==> src/rtl/ysyx_25040109_lsu.sv <==
// Load/store unit: captures one execute payload, performs at most one dmem read or
// write, and presents the write-back payload with a valid/ready handshake.
module ysyx_25040109_lsu #(
  parameter bit CHECK_ALIGN = 1'b1
) (
  input  logic        clk,
  input  logic        rst,
  input  logic        in_valid,
  output logic        in_ready,
  input  logic        in_mem_ren,
  input  logic        in_mem_wen,
  input  logic [2:0]  in_funct3,
  input  logic [31:0] in_addr,
  input  logic [31:0] in_wdata,
  input  logic [31:0] in_result,
  input  logic [4:0]  in_rd,
  input  logic        in_rd_wen,
  output logic        out_valid,
  input  logic        out_ready,
  output logic [31:0] out_result,
  output logic [4:0]  out_rd,
  output logic        out_rd_wen,
  output logic        out_err,
  output logic [31:0] dmem_raddr,
  output logic        dmem_ren,
  input  logic [31:0] dmem_rdata,
  input  logic        dmem_rvalid,
  output logic        dmem_rready,
  output logic [31:0] dmem_waddr,
  output logic [31:0] dmem_wdata,
  output logic [2:0]  dmem_wlen,
  output logic        dmem_wen,
  output logic        dmem_wvalid,
  input  logic        dmem_wready
);

  typedef enum logic [2:0] {
    S_IDLE  = 3'd0,
    S_RREQ  = 3'd1,
    S_RWAIT = 3'd2,
    S_WREQ  = 3'd3,
    S_RESP  = 3'd4
  } state_e;

  state_e      state_q;
  logic        in_ready_q, out_valid_q, out_rd_wen_q, out_err_q;
  logic [31:0] out_result_q, dmem_raddr_q, dmem_waddr_q, dmem_wdata_q;
  logic [4:0]  out_rd_q;
  logic [2:0]  dmem_wlen_q, funct3_q;
  logic        dmem_ren_q, dmem_rready_q, dmem_wen_q, dmem_wvalid_q, rd_wen_q;
  logic        acc_err_s;

  function automatic logic f3_legal(input logic is_store, input logic [2:0] f3);
    logic ok;
    case (f3)
      3'b000, 3'b001, 3'b010: ok = 1'b1;
      3'b100, 3'b101:         ok = !is_store;
      default:                ok = 1'b0;
    endcase
    return ok;
  endfunction

  function automatic logic misaligned(input logic [2:0] f3, input logic [1:0] lo);
    logic m;
    case (f3[1:0])
      2'b01:   m = lo[0];
      2'b10:   m = (lo != 2'b00);
      default: m = 1'b0;
    endcase
    return m;
  endfunction

  function automatic logic [2:0] wlen_code(input logic [2:0] f3);
    logic [2:0] c;
    case (f3[1:0])
      2'b00:   c = 3'b001;
      2'b01:   c = 3'b010;
      default: c = 3'b100;
    endcase
    return c;
  endfunction

  // The memory returns the whole aligned word; pick the lane from the low address bits.
  function automatic logic [31:0] load_extend(input logic [2:0] f3, input logic [1:0] lo,
                                              input logic [31:0] w);
    logic [7:0]  b;
    logic [15:0] h;
    logic [31:0] r;
    case (lo)
      2'b00:   b = w[7:0];
      2'b01:   b = w[15:8];
      2'b10:   b = w[23:16];
      default: b = w[31:24];
    endcase
    h = lo[1] ? w[31:16] : w[15:0];
    case (f3)
      3'b000:  r = {{24{b[7]}}, b};
      3'b001:  r = {{16{h[15]}}, h};
      3'b100:  r = {24'h000000, b};
      3'b101:  r = {16'h0000, h};
      default: r = w;
    endcase
    return r;
  endfunction

  // Memory ops with an illegal size or misaligned address never reach dmem.
  always_comb begin
    acc_err_s = 1'b0;
    if (in_mem_ren || in_mem_wen) begin
      acc_err_s = !f3_legal(in_mem_wen, in_funct3) ||
                  (CHECK_ALIGN && misaligned(in_funct3, in_addr[1:0]));
    end else begin
      acc_err_s = 1'b0;
    end
  end

  // Control FSM with every output registered.
  always_ff @(posedge clk) begin
    if (!rst) begin
      state_q       <= S_IDLE;
      in_ready_q    <= 1'b1;
      out_valid_q   <= 1'b0;
      out_err_q     <= 1'b0;
      out_result_q  <= 32'h0000_0000;
      out_rd_q      <= 5'd0;
      out_rd_wen_q  <= 1'b0;
      rd_wen_q      <= 1'b0;
      funct3_q      <= 3'b000;
      dmem_raddr_q  <= 32'h0000_0000;
      dmem_ren_q    <= 1'b0;
      dmem_rready_q <= 1'b0;
      dmem_waddr_q  <= 32'h0000_0000;
      dmem_wdata_q  <= 32'h0000_0000;
      dmem_wlen_q   <= 3'b000;
      dmem_wen_q    <= 1'b0;
      dmem_wvalid_q <= 1'b0;
    end else begin
      case (state_q)
        S_IDLE: begin
          if (in_valid && in_ready_q) begin
            in_ready_q <= 1'b0;
            funct3_q   <= in_funct3;
            rd_wen_q   <= in_rd_wen;
            out_rd_q   <= in_rd;
            if (acc_err_s) begin
              out_err_q    <= 1'b1;
              out_result_q <= in_addr;
              out_rd_wen_q <= 1'b0;
              out_valid_q  <= 1'b1;
              state_q      <= S_RESP;
            end else if (in_mem_wen) begin
              dmem_waddr_q  <= in_addr;
              dmem_wdata_q  <= in_wdata;
              dmem_wlen_q   <= wlen_code(in_funct3);
              dmem_wen_q    <= 1'b1;
              dmem_wvalid_q <= 1'b1;
              state_q       <= S_WREQ;
            end else if (in_mem_ren) begin
              dmem_raddr_q <= in_addr;
              dmem_ren_q   <= 1'b1;
              state_q      <= S_RREQ;
            end else begin
              out_result_q <= in_result;
              out_rd_wen_q <= in_rd_wen;
              out_valid_q  <= 1'b1;
              state_q      <= S_RESP;
            end
          end
        end
        S_RREQ: begin
          dmem_ren_q    <= 1'b0;
          dmem_rready_q <= 1'b1;
          state_q       <= S_RWAIT;
        end
        S_RWAIT: begin
          if (dmem_rvalid) begin
            dmem_rready_q <= 1'b0;
            out_result_q  <= load_extend(funct3_q, dmem_raddr_q[1:0], dmem_rdata);
            out_rd_wen_q  <= rd_wen_q;
            out_valid_q   <= 1'b1;
            state_q       <= S_RESP;
          end
        end
        S_WREQ: begin
          if (dmem_wready) begin
            dmem_wen_q    <= 1'b0;
            dmem_wvalid_q <= 1'b0;
            out_result_q  <= 32'h0000_0000;
            out_rd_wen_q  <= 1'b0;
            out_valid_q   <= 1'b1;
            state_q       <= S_RESP;
          end
        end
        S_RESP: begin
          if (out_ready) begin
            out_valid_q <= 1'b0;
            out_err_q   <= 1'b0;
            in_ready_q  <= 1'b1;
            state_q     <= S_IDLE;
          end
        end
        default: begin
          state_q       <= S_IDLE;
          in_ready_q    <= 1'b1;
          out_valid_q   <= 1'b0;
          dmem_ren_q    <= 1'b0;
          dmem_rready_q <= 1'b0;
          dmem_wen_q    <= 1'b0;
          dmem_wvalid_q <= 1'b0;
        end
      endcase
    end
  end

  assign in_ready    = in_ready_q;
  assign out_valid   = out_valid_q;
  assign out_result  = out_result_q;
  assign out_rd      = out_rd_q;
  assign out_rd_wen  = out_rd_wen_q;
  assign out_err     = out_err_q;
  assign dmem_raddr  = dmem_raddr_q;
  assign dmem_ren    = dmem_ren_q;
  assign dmem_rready = dmem_rready_q;
  assign dmem_waddr  = dmem_waddr_q;
  assign dmem_wdata  = dmem_wdata_q;
  assign dmem_wlen   = dmem_wlen_q;
  assign dmem_wen    = dmem_wen_q;
  assign dmem_wvalid = dmem_wvalid_q;

endmodule

==> config.mk <==
export PLATFORM = sky130hd
export DESIGN_NAME = ysyx_25040109_lsu
export DESIGN_NICKNAME = d
export VERILOG_FILES = /design/src/rtl/ysyx_25040109_lsu.sv
export SDC_FILE = /design/constraint.sdc
export NUM_CORES = 1
export LEC_CHECK = 0
export ABC_AREA = 1
export BUFFER_PORTS_ARGS = -buffer_cell sky130_fd_sc_hd__buf_2
export CAP_MARGIN = 20
export CORE_MARGIN = 1
export CORE_UTILIZATION = 49
export DETAILED_ROUTE_END_ITERATION = 8
export HOLD_SLACK_MARGIN = 0.1
export MAX_ROUTING_LAYER = met4
export PLACE_DENSITY = 0.8
export SYNTH_ARGS = -nofsm -noshare
export SYNTH_HDL_FRONTEND = slang
export SYNTH_SLANG_ARGS = --single-unit
==> constraint.sdc <==
create_clock -name clk -period 1.65 [get_ports clk]
set_input_delay 0.0825 -clock clk [delete_from_list [all_inputs] [get_ports clk]]
set_output_delay 0.0825 -clock clk [all_outputs]
set_load 0.01 [all_outputs]
# Word-level counts from Yosys, hierarchy flattened
# Index checks and enable logic that the tools add are counted.
# word_totals
regBits	150
in_bits	145
elab_cells	135
output_inout_bits	144
# classes
muxes	56
n_eq_ne	26
n_reduce_logical	30
bitwise	7
# ops
op	n
two-way mux 32 bit	6
case mux 32 bit (4 select lines)	1
case mux 32 bit (3 select lines)	1
two-way mux 1 bit	28
case mux 8 bit (3 select lines)	1
two-way mux 3 bit	7
inequality test 2 bit, second input constant	9
two-way mux 16 bit	1
== test 3 bit, second input constant	5
case mux 3 bit (5 select lines)	1
AND reduction 5 bit	3
OR reduction 3 bit	5
case mux 1 bit (3 select lines)	4
AND reduction 4 bit	3
== test 3 x 1 -> 1 bit, second input constant	3
== test 3 x 2 -> 1 bit, second input constant	3
zero test 3 bit	3
case mux 1 bit (2 select lines)	4
inverter 1 bit	7
AND reduction 7 bit	1
inequality test 3 bit, second input constant	2
case mux 3 bit (2 select lines)	1
AND reduction 6 bit	1
case mux 1 bit (5 select lines)	1
11 further kinds	18

# Longest topological paths before layout
# Gate-level depths: netlist of run 1.
# depth
depth_word	10
depth_mapped	13
mapped_depth_nobuf	12

# Worst setup path after synthesis of run 1
# OpenSTA, ideal clock, no wires.
# synth_path
kind	register to register
start	reg dmem_raddr_q[1] (netlist: dmem_raddr[1])
end	reg out_result_q[0] (netlist: out_result[0])
stages_incl_launch_ff	10
synth_period_minus_slack_ns	1.470
arrival_ns	1.358
slack_ns	0.180
setup_time_ns	0.112
path_cell_list	dfxtp_1 > buf_2 > clkbuf_1 > nand2_1 > o21ai_0 > nand3_1 > o211ai_1 > nand3_1 > nor2_1 > nor2_1
# synth_via
elab_chain_cells	5
elab_cells_between_ends	8
classes_between	eq/ne (2); mux (5); reduce/logical (1)
# synth_rtl
item	line	text
start, declared	47	logic [31:0] out_result_q, dmem_raddr_q, dmem_waddr_q, dmem_wdata_q;
start signal, assigned	159	dmem_raddr_q <= in_addr;
== test 2 bit, or another cell as far along	89	case (lo)
case mux 8 bit (3 select lines)	89	
case mux 32 bit (4 select lines) *	96	case (f3)
two-way mux 32 bit *	176	if (dmem_rvalid) begin
case mux 32 bit (3 select lines) *	138	case (state_q)
end signal, assigned	147	out_result_q <= in_addr;
end signal, assigned	163	out_result_q <= in_result;
end signal, assigned	178	out_result_q <= load_extend(funct3_q, dmem_raddr_q[1:0], dmem_rdata);
end, declared	47	
# Mark *: on every way between the ends. The rest lies on a longest branch, timed or not. The select of a mux whose other input is x is not followed.
# A chain may end at the register's enable or synchronous reset.

# Final worst setup path of run 1
# layout_path
start	reg state_q[2]
end	reg dmem_wdata_q[16] (netlist: dmem_wdata[16])
# layout_via
elab_chain_cells	2
# layout_rtl
item	line	text
start, declared	45	state_e state_q;
start signal, assigned	120	state_q <= S_IDLE;
start signal, assigned	150	state_q <= S_RESP;
start signal, assigned	157	state_q <= S_WREQ;
zero test 3 bit	138	
AND reduction 4 bit (no source line)	n/a	
end signal, assigned	153	dmem_wdata_q <= in_wdata;
end, declared	47	
# No other way between the ends.

==> out/metrics.csv, run 1 <==
stage,metric,value,unit
status,run status,finished with violations,
status,failing checks,"design-rule violations, negative setup slack",
clock_network,worst-case clock buffer depth,2,
synthesis,Synth Register Bits,150,
sta,Final WS setup,-0.146,ns
clock_network,Clock transition at path regs,0.07,ns
synthesis,top post-synthesis cells by area,"dfxtp_1, nor2_1, nand2_1, nand3_1, o21ai_0",
placement,buffers added on ports,288,
critical_path,crit path capture type,flop,
sta,slew of the pin with the lowest slew margin,0.523,ns
layout,Layout area overhead,60.3,%
critical_path,startpoint types,flop,
power,Comb power frac,37.9,%
layout,fraction of layout cells with a size suffix above 1,31.9,%
synthesis,post-synthesis net count,1273,
synthesis,Mapped Avg Cell Area,6.58,um2
drt,Initial DRT Pass Iterations,9,
critical_path,CP max-delay cell,o21ai_0,
sta,setup violators final,57,
power,pwr/cell area,1150,nW/um2
power,total power,0.0137,W
synthesis,largest area contributor in the netlist,dfxtp_1,
critical_path,Worst path top cell family by delay,buffers and inverters,
sta,RSZ-0062 raised after global routing,true,
floorplanning,core area,14600,um2
critical_path,required time worst endpoint,1.97,ns
global_routing,first-pass GRT wire length,46.9,mm
drt,Detail Route Antenna Nets,0,
global_routing,initial antenna violation count,2,
drt,DRT iter0 DRCs,1630,
sta,Final Hold Viols,0,
synthesis,Yosys top cell area share,40.7,%
critical_path,critical-path cell list,"inv_2, nand2_4, inv_6, nand4_4, nor2_4, buf_12, clkbuf_16, o21ai_0, nor2_1",
clock_network,CTS H-Tree Depth,4,
floorplanning,Chip Height,125,um
synthesis,Synth Warn #,0,
global_routing,vias in the first global route,8993,
sta,hold_ws,0.117,ns
floorplanning,Initial Utilization,50.4,%
placement,Placed Instances,1568,
synthesis,Yosys cell types,34,
clock_network,CTS tree,built,
synthesis,post-synthesis sequential area ratio,40.7,%
floorplanning,# rows,44,
sta,Final Slew Violations,0,
drt,WL per Instance,21.8,um
critical_path,"Buf+Inv Stages, Crit Path",4,
clock_network,TritonCTS Buffers,17,
synthesis,synthesized area,7390,um2
global_routing,largest net degree at the start of global routing,59,
critical_path,WP data arrival,2.11,ns
drt,DR vias,10500,
placement,RD Place Congestion,0.960,
critical_path,Slowest Stage Delay on Critical Path,0.44,ns
layout,"Cell Count, Final, Fillers Out",1749,
sta,slew margin rel.,64.8,%
drt,"wirelength, routed",38.1,mm
clock_network,clock sink count,150,
power,sw power,0.00524,W
power,Seq pwr share,32.9,%
clock_network,worst skew pair latency,0.45,ns
power,peak supply drop,0.894,mV
layout,nets,1700,
floorplanning,Die X,125,um
sta,Final TNS setup,-2.47,ns
power,sw frac,38.3,%
critical_path,worst-path fanout max,18,
drt,DRC errors left,30,
sta,Clock Skews,0.0161,ns
floorplanning,I/O pin cnt,289,
placement,HPWL Detailed,18.8,mm
layout,fill count,864,
drt,via/cell ratio,6.02,
sta,crit path time final,1.80,ns
worst_hold_path,Hold Path Class,in -> reg,
power,Pleak,6.00,nW
flow_run,maxcap violations,0,
critical_path,kind of critical path,reg -> reg,
global_routing,gr ovfl total,0,
floorplanning,die area,15600,um2
sta,Tcrit/Tclk final,109,%
sta,fmax,557,MHz
synthesis,synthesized instance count,1123,
power,clock power share,29.2,%
clock_network,Clk Tree Root Cell,clkbuf_16,
global_routing,total track usage,39.7,%
power,Int Power,0.00844,W
worst paths after layout:
path | cells past startpoint | slack (ns) | from | to
max | 9 | -0.15 | state_q[2] | dmem_wdata[16]
min | 7 | 0.12 | in_result[27] | out_result[27]
max reg2reg | 9 | -0.15 | state_q[2] | dmem_wdata[16]
min reg2reg | 2 | 0.45 | out_valid | out_valid
layout by cell type, fill, tap and decap left out, types with 2 or more instances in the layout:
cell type and instances:
a21oi_1 73, inv_4 2, o21ai_1 11, inv_8 4, a21oi_2 2, nand2_1 210
buf_2 286, nand2_4 3, buf_12 18, clkbuf_16 32, buf_6 13, o211ai_1 7
a21boi_0 8, buf_8 4, dfxtp_1 147, dlygate4sd3_1 105, inv_6 5, inv_1 82
clkinv_4 2, o21ai_2 5, nand3_2 3, nor2_1 209, buf_4 40, clkinvlp_4 2
nor2_4 12, inv_2 5, dfxtp_4 2, nand4_1 3, nand2_8 2, diode_2 2
nand3b_1 16, o21ai_0 88, nand3_1 96, nand2_2 13, nor2_2 35, ha_1 5
routing by layer:
layer  vias to the layer above  track usage [%]  share of wire, %
li1                       4445                -                 -
met1                      4615             46.4                33
met2                      1085             63.1                43
met3                       377             8.85                14
met4                         0             22.6               9.3
met5                         -                -                 0
flip-flops by register name, indices dropped and copies added (netlist names), 3 cells and up:
name,flops
dmem_raddr,32
dmem_waddr,32
dmem_wdata,32
out_result,32
out_rd,5
dmem_wlen,3
funct3_q,3
state_q,3
final cells by class:
cell class / instances / area [um2] / share of cell area [%]
multi-input cells: 808 / 3910 / 33.0
well taps: 184 / 230 / 1.94
clock buffers: 17 / 425 / 3.59
inverters: 92 / 368 / 3.11
flip-flops and latches: 150 / 3010 / 25.4
clock inverters: 15 / 164 / 1.38
repair buffers: 481 / 3720 / 31.5
diodes: 2 / 5.00 / 0.0423
kinds of logic (layout without fill, tap and decap cells):
logic type	Yosys count	after routing	synth area share, %
other cells	0	2	0
simple gates	606	606	34.9
compound gates	197	197	14.1
fa+ha+maj	5	5	0.847
buf+inv	165	605	9.52
flops	150	150	40.7
synth_stat cells:
master,count
dfxtp_1,150
buf_1,3
a21oi_4,1
o21ai_2,1
inv_1,84
o21ai_1,9
a21boi_0,8
clkbuf_1,32
a31oi_1,1
ha_1,5
or2_1,1
nand4_4,1
nand3b_1,16
a21oi_1,75
nand3_1,97
nor2_8,1
o31ai_1,1
nor3_1,1
nand2_1,218
buf_4,6
o21ai_0,94
clkinv_1,1
inv_4,1
nor2_4,3
inv_2,6
nand2_4,2
nor2_2,2
nand2_2,8
nor2_1,251
o211ai_1,7
buf_2,29
nand4_1,3
nand3_2,2
buf_6,3
worst min-delay path: stages:
cell and delay [ns]:
buf_2 0.09, inv_1 0.04, nand2_1 0.06, nand3_1 0.08
nand2_1 0.06, nor2_1 0.04, nor2_1 0.07
power groups by stage:
stage / combinational [W] / clock, W / sequential (W)
final: 0.00519 / 0.00399 / 0.00450
after detailed placement: 0.00397 / 0 / 0.00451
after global placement: 0.00394 / 0 / 0.00451
after CTS: 0.00423 / 0.00391 / 0.00444
after global routing: 0.00551 / 0.00410 / 0.00453
after floorplan: 0.00226 / 0 / 0.00469
through the flow:
| stage | utilization [%] | setup slack [ns] | area [um2] |
|---|---|---|---|
| 6_report | 80.9 | -0.146 | 11800 |
| 5_1_grt | 80.9 | -0.223 | 11800 |
| 4_1_cts | 74.5 | 0.00117 | 10900 |
| 3_5_place_dp | 62.9 | -0.198 | 9210 |
| 3_3_place_gp | 62.9 | -0.126 | 9210 |
| 2_1_floorplan | - | 0.180 | 7390 |
what timing repair did:
action	in CTS	in global routing
hold buffers	105	0
endpoints found under the hold margin	137	0
resized for setup	3	105
pin swaps	2	32
buffers inserted	2	17
setup endpoints to repair	18	105
gates cloned	1	24
(Power assumes the default switching activity.)
==> run 2, diff against run 1 <==
Settings changed: CORE_UTILIZATION 49 to 38, PLACE_DENSITY 0.8 to default.
==> run 2 against run 1 <==
Effect of this change: the run now ends clean; register-to-register slack gained 0.17 ns; combinational power shrank 13%; worst setup slack gained 0.17 ns; sequential power is essentially flat; non-clock buffer count shrank 20; power shrank 2.9%; global-route usage shrank 10 points; die area grew 28%; flip-flop and latch count is the same; critical path type unchanged.
==> out/metrics.csv, run 2 (synthesis gave the netlist of run 1 again) <==
stage,metric,value,unit
critical_path,critical-path cell list,"inv_2, nand3_2, nor2_2, a21oi_1, dlygate4sd3_1, a21oi_1",
clock_network,TritonCTS Buffers,17,
placement,Place WS,-0.122,ns
critical_path,worst-path fanout max,5,
floorplanning,die area,20000,um2
placement,HPWL Detailed,20.2,mm
drt,wire length on met2,13.6,mm
layout,most used cells in the layout excluding fill and tap cells,"buf_2, nor2_1, nand2_1",
critical_path,R2R setup slack,0.02,ns
clock_network,worst skew pair latency,0.43,ns
sta,Final WS setup,0.0221,ns
sta,Final Slew Violations,0,
power,peak supply drop,0.777,mV
placement,area of placed instances,9390,um2
sta,Final Hold Viols,0,
floorplanning,core area,18900,um2
critical_path,required time worst endpoint,2.00,ns
critical_path,Slowest Stage Delay on Critical Path,0.56,ns
drt,detailed-routed wire length on met3,2.01,mm
clock_network,worst-case clock buffer depth,2,
power,pwr/cell area,1180,nW/um2
critical_path,Worst path top cell family by delay,buffers and inverters,
drt,"wirelength, routed",29.0,mm
layout,fraction of layout cells with a size suffix above 1,27.9,%
drt,Initial DRT Pass Iterations,7,
status,run status,completed,
power,Pleak,5.77,nW
placement,buffers added on ports,288,
placement,RD Place Congestion,0.932,
global_routing,gr ovfl total,0,
floorplanning,I/O pin cnt,289,
critical_path,CP max-delay cell,dlygate4sd3_1,
drt,DRT met1 WL,12.6,mm
global_routing,first-pass GRT wire length,44.0,mm
critical_path,crit path to,state_q[1],
global_routing,total track usage,29.3,%
drt,DR vias,8807,
global_routing,largest net degree at the start of global routing,43,
drt,top layer reached by signal wires,met4,
sta,Tcrit/Tclk final,98.7,%
sta,slew margin rel.,71.2,%
sta,Clock Skews,0.0119,ns
layout,Layout area overhead,52.7,%
critical_path,startpoint types,flop,
layout,fin area,11300,um2
critical_path,Worst Setup SP,state_q[2],
power,total power,0.0133,W
drt,WL per Instance,16.1,um
layout,"most common cell after layout, fill and taps aside",buf_2,
floorplanning,Chip Height,141,um
clock_network,CTS H-Tree Depth,4,
floorplanning,# rows,50,
layout,nets,1680,
global_routing,initial antenna violation count,1,
worst_hold_path,Hold Path Class,in -> reg,
sta,crit path time final,1.63,ns
clock_network,Clock transition at path regs,0.07,ns
critical_path,reg2reg start,state_q[2],
sta,setup violators final,0,
sta,slew of the pin with the lowest slew margin,0.432,ns
drt,DRC errors left,0,
floorplanning,Initial Utilization,39.1,%
drt,Detail Route Antenna Nets,0,
sta,RSZ-0062 raised after global routing,true,
critical_path,Crit path depth,6,
critical_path,RR Endpoint,state_q[1],
critical_path,kind of critical path,reg -> reg,
clock_network,CTS tree,built,
drt,DRT iter0 DRCs,529,
critical_path,WP data arrival,1.98,ns
global_routing,vias in the first global route,8304,
critical_path,worst reg2reg path depth,6,
critical_path,"Buf+Inv Stages, Crit Path",2,
critical_path,crit path capture type,flop,
sta,fmax,614,MHz
layout,utilization after layout,59.7,%
drt,via/cell ratio,4.88,
floorplanning,Die X,141,um
flow_run,maxcap violations,0,
clock_network,clock sink count,150,
clock_network,Clk Tree Root Cell,clkbuf_16,
critical_path,CP dominant cell by count,a21oi_1,
[run 2: changes by cell type in the layout (fill, tap and decap cells not counted), sizes merged, moves of 2 or more]
| cell | before | now |
|---|---|---|
| buf | 361 | 353 |
| bufinv | 1 | 3 |
| clkinvlp | 2 | 0 |
| clkbuf | 32 | 19 |
[run 2: metal layers]
layer,vias to the layer above,track usage [%]
met2,377,46.6
met4,0,10.9
met3,58,5.43
met5,-,-
met1,3979,36.9
li1,4393,-
[run 2: timing repair]
item	in CTS	in global routing
resized for setup	0	44
endpoints found under the hold margin	136	0
buffers inserted	0	4
hold buffers	106	0
setup endpoints to repair	0	129
[run 2: final cells by class]
cell class | count | area (um2)
Antenna cell | 1 | 2.50
Fill cell | 1799 | 7620
Tap cell | 260 | 325
Sequential cell | 150 | 3010
Multi-Input combinational cell | 808 | 3710
Clock buffer | 17 | 425
Timing Repair Buffer | 461 | 3210
Inverter | 92 | 353
Clock inverter | 15 | 233
[run 2: worst min path at each step]
stage	depth (start not counted)	slack, ns	endpoint	from
after floorplan	2	0.21	dmem_waddr[0]	in_addr[0]
after global placement	3	0.30	dmem_wdata[23]	in_wdata[23]
after detailed placement	3	0.31	dmem_wdata[16]	in_wdata[16]
after CTS	7	0.10	out_result[29]	in_result[29]
after global routing	5	0.14	out_result[1]	in_addr[1]
final	7	0.12	out_result[29]	in_result[29]
[run 2: power breakdown]
part / internal, W / switching (W) / leakage (nW)
logic: 0.00190 / 0.00259 / 4.23
clock network: 0.00248 / 0.00184 / 0.320
registers: 0.00414 / 0.000328 / 1.23
total: 0.00853 / 0.00476 / 5.77
[run 2: per-stage QoR]
stage,std cells,hold WS [ns],setup TNS [ns]
after global routing,1804,0.140,-0.435
after floorplan,1123,0.210,0
after global placement,1658,0.303,-3.28
final,1804,0.122,0
after detailed placement,1658,0.311,-6.64
after CTS,1796,0.105,0
[run 2: worst min-delay path, delay by kind of cell]
family	cells	cell delay, ns
AND/OR/NAND/NOR	5	0.28
buffers and inverters	2	0.13
